[config.mk]
export PLATFORM = sky130hd
export DESIGN_NAME = mem_port_arbiter
export DESIGN_NICKNAME = d
export VERILOG_FILES = /design/src/rtl/mem_port_arbiter.sv
export SDC_FILE = /design/constraint.sdc
export NUM_CORES = 1
export LEC_CHECK = 0
export BUFFER_PORTS_ARGS = -buffer_cell sky130_fd_sc_hd__buf_2
export CORE_MARGIN = 3
export CORE_UTILIZATION = 40
export CTS_CLUSTER_DIAMETER = 40
export CTS_CLUSTER_SIZE = 40
export DETAILED_ROUTE_END_ITERATION = 6
export PLACE_DENSITY = 0.7
export SLEW_MARGIN = 20
export SYNTH_ARGS = -nofsm -noshare
export SYNTH_HDL_FRONTEND = slang
export SYNTH_SLANG_ARGS = --single-unit
export TNS_END_PERCENT = 1
[constraint.sdc]
create_clock -name clk_i -period 3.32 [get_ports clk_i]
set_input_delay 0.166 -clock clk_i [delete_from_list [all_inputs] [get_ports clk_i]]
set_output_delay 0.166 -clock clk_i [all_outputs]
set_load 0.005 [all_outputs]
[src/rtl/mem_port_arbiter.sv]
// mem_port_arbiter: shares one fixed-latency single-ported memory between
// the instruction-fetch and data-memory requesters, one transaction at a time.
module mem_port_arbiter #(
    parameter int ADDR_W     = 32,
    parameter int DATA_W     = 32,
    parameter int MEM_LAT    = 2,
    parameter int STARVE_MAX = 3
) (
    input  logic              clk_i,
    input  logic              rst_i,
    input  logic              if_req_i,
    input  logic [ADDR_W-1:0] if_addr_i,
    output logic              if_gnt_o,
    output logic [DATA_W-1:0] if_rdata_o,
    output logic              if_valid_o,
    output logic              if_stall_o,
    input  logic              dm_req_i,
    input  logic              dm_we_i,
    input  logic [ADDR_W-1:0] dm_addr_i,
    input  logic [DATA_W-1:0] dm_wdata_i,
    output logic              dm_gnt_o,
    output logic [DATA_W-1:0] dm_rdata_o,
    output logic              dm_valid_o,
    output logic              dm_stall_o,
    output logic [ADDR_W-1:0] mem_addr_o,
    output logic [DATA_W-1:0] mem_wdata_o,
    output logic              mem_read_o,
    output logic              mem_write_o,
    input  logic [DATA_W-1:0] mem_rdata_i
);
    typedef enum logic [1:0] {IDLE, BUSY, RESP} state_e;

    state_e            state_q, state_d;
    logic [3:0]        busy_q, busy_d, starve_q, starve_d;
    logic              owner_q, owner_d;
    logic              we_q, we_d;
    logic              if_gnt_q, if_gnt_d, dm_gnt_q, dm_gnt_d;
    logic [ADDR_W-1:0] addr_q, addr_d;
    logic [DATA_W-1:0] wdata_q, wdata_d;
    logic [DATA_W-1:0] if_rdata_q, if_rdata_d, dm_rdata_q, dm_rdata_d;
    logic              any_req, dm_win, last_beat, win;

    assign any_req   = if_req_i | dm_req_i;
    // data wins ties until fetch has lost STARVE_MAX ties in a row
    assign dm_win    = dm_req_i & (~if_req_i | (starve_q < 4'(STARVE_MAX)));
    assign last_beat = (busy_q == 4'd0);
    assign win       = (state_q == IDLE) & any_req;

    always_ff @(posedge clk_i or negedge rst_i) begin
        if (!rst_i) begin
            state_q    <= IDLE;
            busy_q     <= '0;
            starve_q   <= '0;
            owner_q    <= 1'b0;
            we_q       <= 1'b0;
            if_gnt_q   <= 1'b0;
            dm_gnt_q   <= 1'b0;
            addr_q     <= '0;
            wdata_q    <= '0;
            if_rdata_q <= '0;
            dm_rdata_q <= '0;
        end else begin
            state_q    <= state_d;
            busy_q     <= busy_d;
            starve_q   <= starve_d;
            owner_q    <= owner_d;
            we_q       <= we_d;
            if_gnt_q   <= if_gnt_d;
            dm_gnt_q   <= dm_gnt_d;
            addr_q     <= addr_d;
            wdata_q    <= wdata_d;
            if_rdata_q <= if_rdata_d;
            dm_rdata_q <= dm_rdata_d;
        end
    end

    always_comb begin
        state_d = (state_q == IDLE) ? (any_req ? BUSY : IDLE) :
                  (state_q == BUSY) ? (last_beat ? RESP : BUSY) : IDLE;
    end

    always_comb begin
        busy_d     = busy_q;
        starve_d   = starve_q;
        owner_d    = owner_q;
        we_d       = we_q;
        addr_d     = addr_q;
        wdata_d    = wdata_q;
        if_rdata_d = if_rdata_q;
        dm_rdata_d = dm_rdata_q;
        if_gnt_d   = win & ~dm_win;
        dm_gnt_d   = win & dm_win;
        if (win) begin
            owner_d  = dm_win;
            we_d     = dm_win & dm_we_i;
            addr_d   = dm_win ? dm_addr_i : if_addr_i;
            wdata_d  = (dm_win & dm_we_i) ? dm_wdata_i : wdata_q;
            busy_d   = 4'(MEM_LAT - 1);
            starve_d = !dm_win ? 4'd0 :
                       (if_req_i && starve_q < 4'(STARVE_MAX)) ? starve_q + 4'd1 : starve_q;
        end else if (state_q == BUSY) begin
            busy_d     = last_beat ? 4'd0 : busy_q - 4'd1;
            if_rdata_d = (last_beat & ~we_q & ~owner_q) ? mem_rdata_i : if_rdata_q;
            dm_rdata_d = (last_beat & ~we_q & owner_q) ? mem_rdata_i : dm_rdata_q;
        end
    end

    always_comb begin
        if_gnt_o    = if_gnt_q;
        dm_gnt_o    = dm_gnt_q;
        if_valid_o  = (state_q == RESP) & ~owner_q;
        dm_valid_o  = (state_q == RESP) & owner_q;
        if_stall_o  = if_req_i & ~if_valid_o;
        dm_stall_o  = dm_req_i & ~dm_valid_o;
        mem_read_o  = (state_q == BUSY) & ~we_q;
        mem_write_o = (state_q == BUSY) & we_q;
        mem_addr_o  = addr_q;
        mem_wdata_o = wdata_q;
        if_rdata_o  = if_rdata_q;
        dm_rdata_o  = dm_rdata_q;
    end
endmodule
Yosys cells after proc, flatten, opt, wreduce, memory -nomap -nowiden

Cells that the tools add are included.

Register bits: 142
Bits in latches: 0
Bits in writable memories: 0
Bits in read-only memories: 0
Input bits: 133
Output and inout port bits: 136
Word-level logic and storage cells: 58
Memories: 0

Add/sub/neg operators: 2
Multipliers: 0
Divide/modulo/power cells: 0
Order comparisons: 1
Eq/ne operators: 3
Shifts and indexed selects: 0
Multiplexer cells: 10
Bitwise operators: 23
Reduce and logical (&&, ||, !) cells: 8

Operator list:

| cell                                                  | count |
|---|---|
| 2-to-1 mux 32 bit                                     | 1 |
| 2-to-1 mux 4 bit                                      | 5 |
| bitwise AND 1 bit                                     | 14 |
| inverter 1 bit                                        | 7 |
| 2-to-1 mux 2 bit                                      | 3 |
| AND reduction 3 bit                                   | 2 |
| adder 4 x 1 -> 4 bit, second input constant           | 1 |
| zero test 4 bit                                       | 1 |
| < comparator 4 x 2 -> 1 bit, second input constant    | 1 |
| AND reduction 2 bit                                   | 2 |
| subtractor 4 x 1 -> 4 bit, second input constant      | 1 |
| == test 2 x 1 -> 1 bit, second input constant         | 1 |
| == test 2 bit, second input constant                  | 1 |
| zero test 2 bit                                       | 1 |
| inequality test 2 x 1 -> 1 bit, second input constant | 1 |
| bitwise OR 1 bit                                      | 2 |
| nonzero test 2 bit                                    | 1 |
| logical AND 1 bit                                     | 1 |
| 2-to-1 mux 1 bit                                      | 1 |

Logic depth before layout (Yosys ltp)

Word-level depth: 5
Depth in mapped cells: 7
Gate-level depth less buffers: 6

Worst setup path after synthesis

Ideal clock, no wire load.

Path type: register -> register
From: reg busy_q[0]
To: reg if_rdata_q[10] (netlist: if_rdata_o[10])
Setup time: 0.125 ns
Arrival time: 1.797 ns
Data required time: 3.195 ns
Slack: 1.398 ns
Stages on the path, launching flop included: 7
Path buffers: 1
Clock period less this slack: 1.922 ns
Cells stage by stage: dfrtp_1 > inv_1 > ha_1 > or3b_4 > nor4_4 > buf_6 > mux2_4

Cells in the longest elaborated chain, start to end: 4

RTL lines:

| item                                 | RTL line | RTL |
|---|---|---|
| from (decl)                          | 34       | `logic [3:0] busy_q, busy_d, starve_q, starve_d;` |
| from (signal assigned)               | 64       | `busy_q <= busy_d;` |
| zero test 4 bit                      | 46       | `assign last_beat = (busy_q == 4'd0);` |
| bitwise AND 1 bit (2 in a row)       | 103      | `if_rdata_d = (last_beat & ~we_q & ~owner_q) ? mem_rdata_i : if_rdata_q;` |
| AND reduction 3 bit (no source line) | n/a      |  |
| to (signal assigned)                 | 72       | `if_rdata_q <= if_rdata_d;` |
| to (decl)                            | 40       | `logic [DATA_W-1:0] if_rdata_q, if_rdata_d, dm_rdata_q, dm_rdata_d;` |

No other way between the ends.
A chain may end at the register's enable or synchronous reset.

Worst setup path after layout

From: reg busy_q[0]
To: reg dm_rdata_q[10] (netlist: dm_rdata_o[10])

Cells in the longest elaborated chain, start to end: 4

RTL lines:

| item                                 | RTL line | RTL |
|---|---|---|
| zero test 4 bit                      | 46       |  |
| bitwise AND 1 bit (2 in a row)       | 104      | `dm_rdata_d = (last_beat & ~we_q & owner_q) ? mem_rdata_i : dm_rdata_q;` |
| AND reduction 3 bit (no source line) | n/a      |  |
| to (signal assigned)                 | 73       | `dm_rdata_q <= dm_rdata_d;` |
| to (decl)                            | 40       |  |

No other way between the ends.

==> out/results.tsv <==
stage	metric	value	unit
pwr	Tot Pwr	8.34	mW
outcome	failing checks	design-rule violations	
die	Die Y	125	um
pwr	Internal	5.72	mW
grt	Tot GR Track Use	0.217	
pwr	Pleak	4.62	nW
critical_path	CP startpoint kind	flip-flop	
synth	area leader, netlist	dfrtp_1	
synth	Top FF cell, synth	dfrtp_1	
layout	share of layout cells above drive strength 1	0.522	
routing	wire per inst	17.4	um
timing	max-slew violation count	0	
synth	Synth Instances	371	
synth	Ys Warns	0	
clock_tree	Clock Path Buffers	2	
synth	Async SR Flop Fraction	1.00	
synth	Synth Cell Area	0.00570	sq mm
timing	Setup TNS Final	0	ps
timing	clock skew	7.98	ps
die	I/O pin cnt	269	
critical_path	worst setup path class	flip-flop to flip-flop	
timing	final hold vios	0	
clock_tree	Clk pin slew, worst setup/hold paths	60	ps
critical_path	Critical Path RT	3630	ps
outcome	status	finished with violations	
synth	syn nets	507	
pwr	Peak VDD IR	0.577	mV
die	core box area	0.0136	sq mm
critical_path	Data arrival, critical path	2740	ps
clock_tree	Clock Latency Late Sink	420	ps
clock_tree	CTS H-tree lvls	4	
timing	RSZ-0062 raised after global routing	no	
pwr	Gate power share	0.401	
clock_tree	# clock sinks	142	
synth	Synth Register Bits	142	
grt	vias in the first global route	5284	
routing	DR DRC count	21	
pwr	Switching Share	0.314	
layout	# diodes	0	
hold_path	Min-Delay Path Class	primary input to flip-flop	
timing	final-report setup violation count	0	
grt	total gr overflow	0	
pwr	Clock Power Share	0.226	
place	DPL Wire Length	10000	um
flow_run	Max Cap Violations	0	
grt	first-pass GRT wire length	27300	um
layout	most common cell after layout, fill and taps aside	buf_2	
routing	Post-Route WL	16800	um
critical_path	Worst Setup End Kind	flip-flop	
critical_path	worst r2r src	busy_q[0]	
place	PortBufs	268	
routing	1st-pass router iterations	7	
synth	Synth top area share	0.623	
pwr	Switch Pwr	2.62	mW
routing	initial drt markers	372	
timing	slew margin rel.	0.484	
clock_tree	CTS Root Cell	clkbuf_16	
layout	filler cell count	952	
pwr	sequential power share	0.374	
synth	Post-synth EDFFs	0	
grt	initial antenna violation count	1	
clock_tree	CTS Buf Count	17	
routing	via count	4790	
clock_tree	CTS tree	done	
synth	Distinct cells, synth	36	
timing	slew of the pin with the lowest slew margin	772	ps
routing	Routed Antenna Nets	0	
layout	Area Growth Syn to Fin	58.8	%
timing	f_max	411	MHz
die	Cell Rows	42	
grt	largest net degree at the start of global routing	80	
critical_path	Worst Setup SP	busy_q[0]	
place	Final Wtd Congestion	0.819	
hold_path	HP Start	mem_rdata_i[29]	
critical_path	worst-path fanout max	20	
synth	Syn Area/Cell	15.4	sq um
timing	Final min period	2430	ps
die	initial core utilization	0.419	
timing	crit share post-route	0.733	
layout	most frequent cells in the layout	buf_2, dfrtp_1, dlygate4sd3_1	
layout	Nets	908	
layout	final core utilization	0.665	
pwr	cell area power density	922	mW/mm^2
synth	register area share after synthesis	0.623	
synth	Area contributors post-synth	dfrtp_1, mux2_2, mux2_4	
routing	vias per cell	4.98	
die	die area	0.0157	sq mm
die	Die Span X	125	um
per-stage QoR:
| step | instances | instance area [sq um] | setup WS (ps) | hold slack, ps |
|---|---|---|---|---|
| after floorplan | 371 | 5700 | 1400 | -130 |
| after global placement | 802 | 7190 | 957 | 241 |
| after detailed placement | 802 | 7190 | 893 | 252 |
| after CTS | 961 | 9050 | 874 | 0.929 |
| after global routing | 961 | 9050 | 722 | 3.15 |
| final | 961 | 9050 | 886 | 20.1 |
state kept, by name (all words and copies together), names as in the netlist:
signal and cells:
dm_gnt_o 1, owner_q 1, mem_wdata_o 32, dm_rdata_o 32, state_q 2, starve_q 4, mem_addr_o 32, if_gnt_o 1
if_rdata_o 32, busy_q 4, we_q 1
layout make-up:
| cell class | count | area (sq um) | share of cell area |
|---|---|---|---|
| Sequential cell | 142 | 3550 | 0.393 |
| Clock buffer | 18 | 429 | 0.0474 |
| Timing Repair Buffer | 401 | 2680 | 0.296 |
| Clock inverter | 14 | 158 | 0.0174 |
| Inverter | 36 | 135 | 0.0149 |
| Tap cell | 176 | 220 | 0.0243 |
| Multi-Input combinational cell | 174 | 1880 | 0.208 |
cell families (layout without fill, tap and decap cells):
family | Yosys count | count (layout) | synth area share
buffers and inverters | 55 | 469 | 0.0476
flip-flops | 142 | 142 | 0.623
adder cells (fa/ha/maj) | 3 | 3 | 0.00659
multiplexers | 96 | 96 | 0.216
AND/OR/NAND/NOR | 30 | 30 | 0.0340
AO/OA/AOI/OAI | 45 | 45 | 0.0724
repair_timing:
action	CTS	global route
setup buffers	0	0
resized for setup	0	0
hold buffers	127	0
endpoints found under the hold margin	199	0
power groups by stage:
stage / Clock, mW / Combinational, mW / Sequential, mW
5_1_grt: 2.01 / 3.63 / 3.22
2_1_floorplan: 0 / 1.56 / 3.12
4_1_cts: 1.93 / 3.31 / 3.10
3_5_place_dp: 0 / 2.86 / 3.09
6_report: 1.88 / 3.34 / 3.12
3_3_place_gp: 0 / 2.76 / 3.07
routing by layer:
| layer | part of all wire | global-route usage |
|---|---|---|
| met5 | 0.00042 | 0 |
| met4 | 0.026 | 0.0931 |
| met2 | 0.50 | 0.367 |
| met3 | 0.075 | 0.0640 |
| met1 | 0.40 | 0.258 |
path summary, 6_finish.rpt:
path / cells past startpoint / end / slack [ps]
min in group asynchronous: 2 / if_rdata_o[24] / 350
max in group asynchronous: 3 / dm_rdata_o[11] / 2170
worst min register to register: 1 / if_rdata_o[11] / 500
worst min-delay path: 2 / if_rdata_o[29] / 20
worst max-delay path: 7 / dm_rdata_o[10] / 890
worst max register to register: 7 / dm_rdata_o[10] / 890
worst max-delay path, stage by stage (launching register included):
cell,delay [ps]
dfrtp_1,410
inv_1,100
ha_1,140
or3b_4,410
nor3_2,130
nand2_2,410
buf_4,400
mux2_4,320
cell usage after synthesis, types with 2 or more instances:
library cell,number
buf_2,4
o21ai_0,4
mux2_4,40
dfrtp_1,142
nor3_1,2
nand2_2,2
and2_1,2
ha_1,3
nor2_1,5
buf_6,6
nand2_1,7
buf_4,4
inv_1,36
mux2_2,55
a222oi_1,32
nor3b_1,2
nor3_2,2
clkbuf_1,5
(Power assumes the default switching activity.)
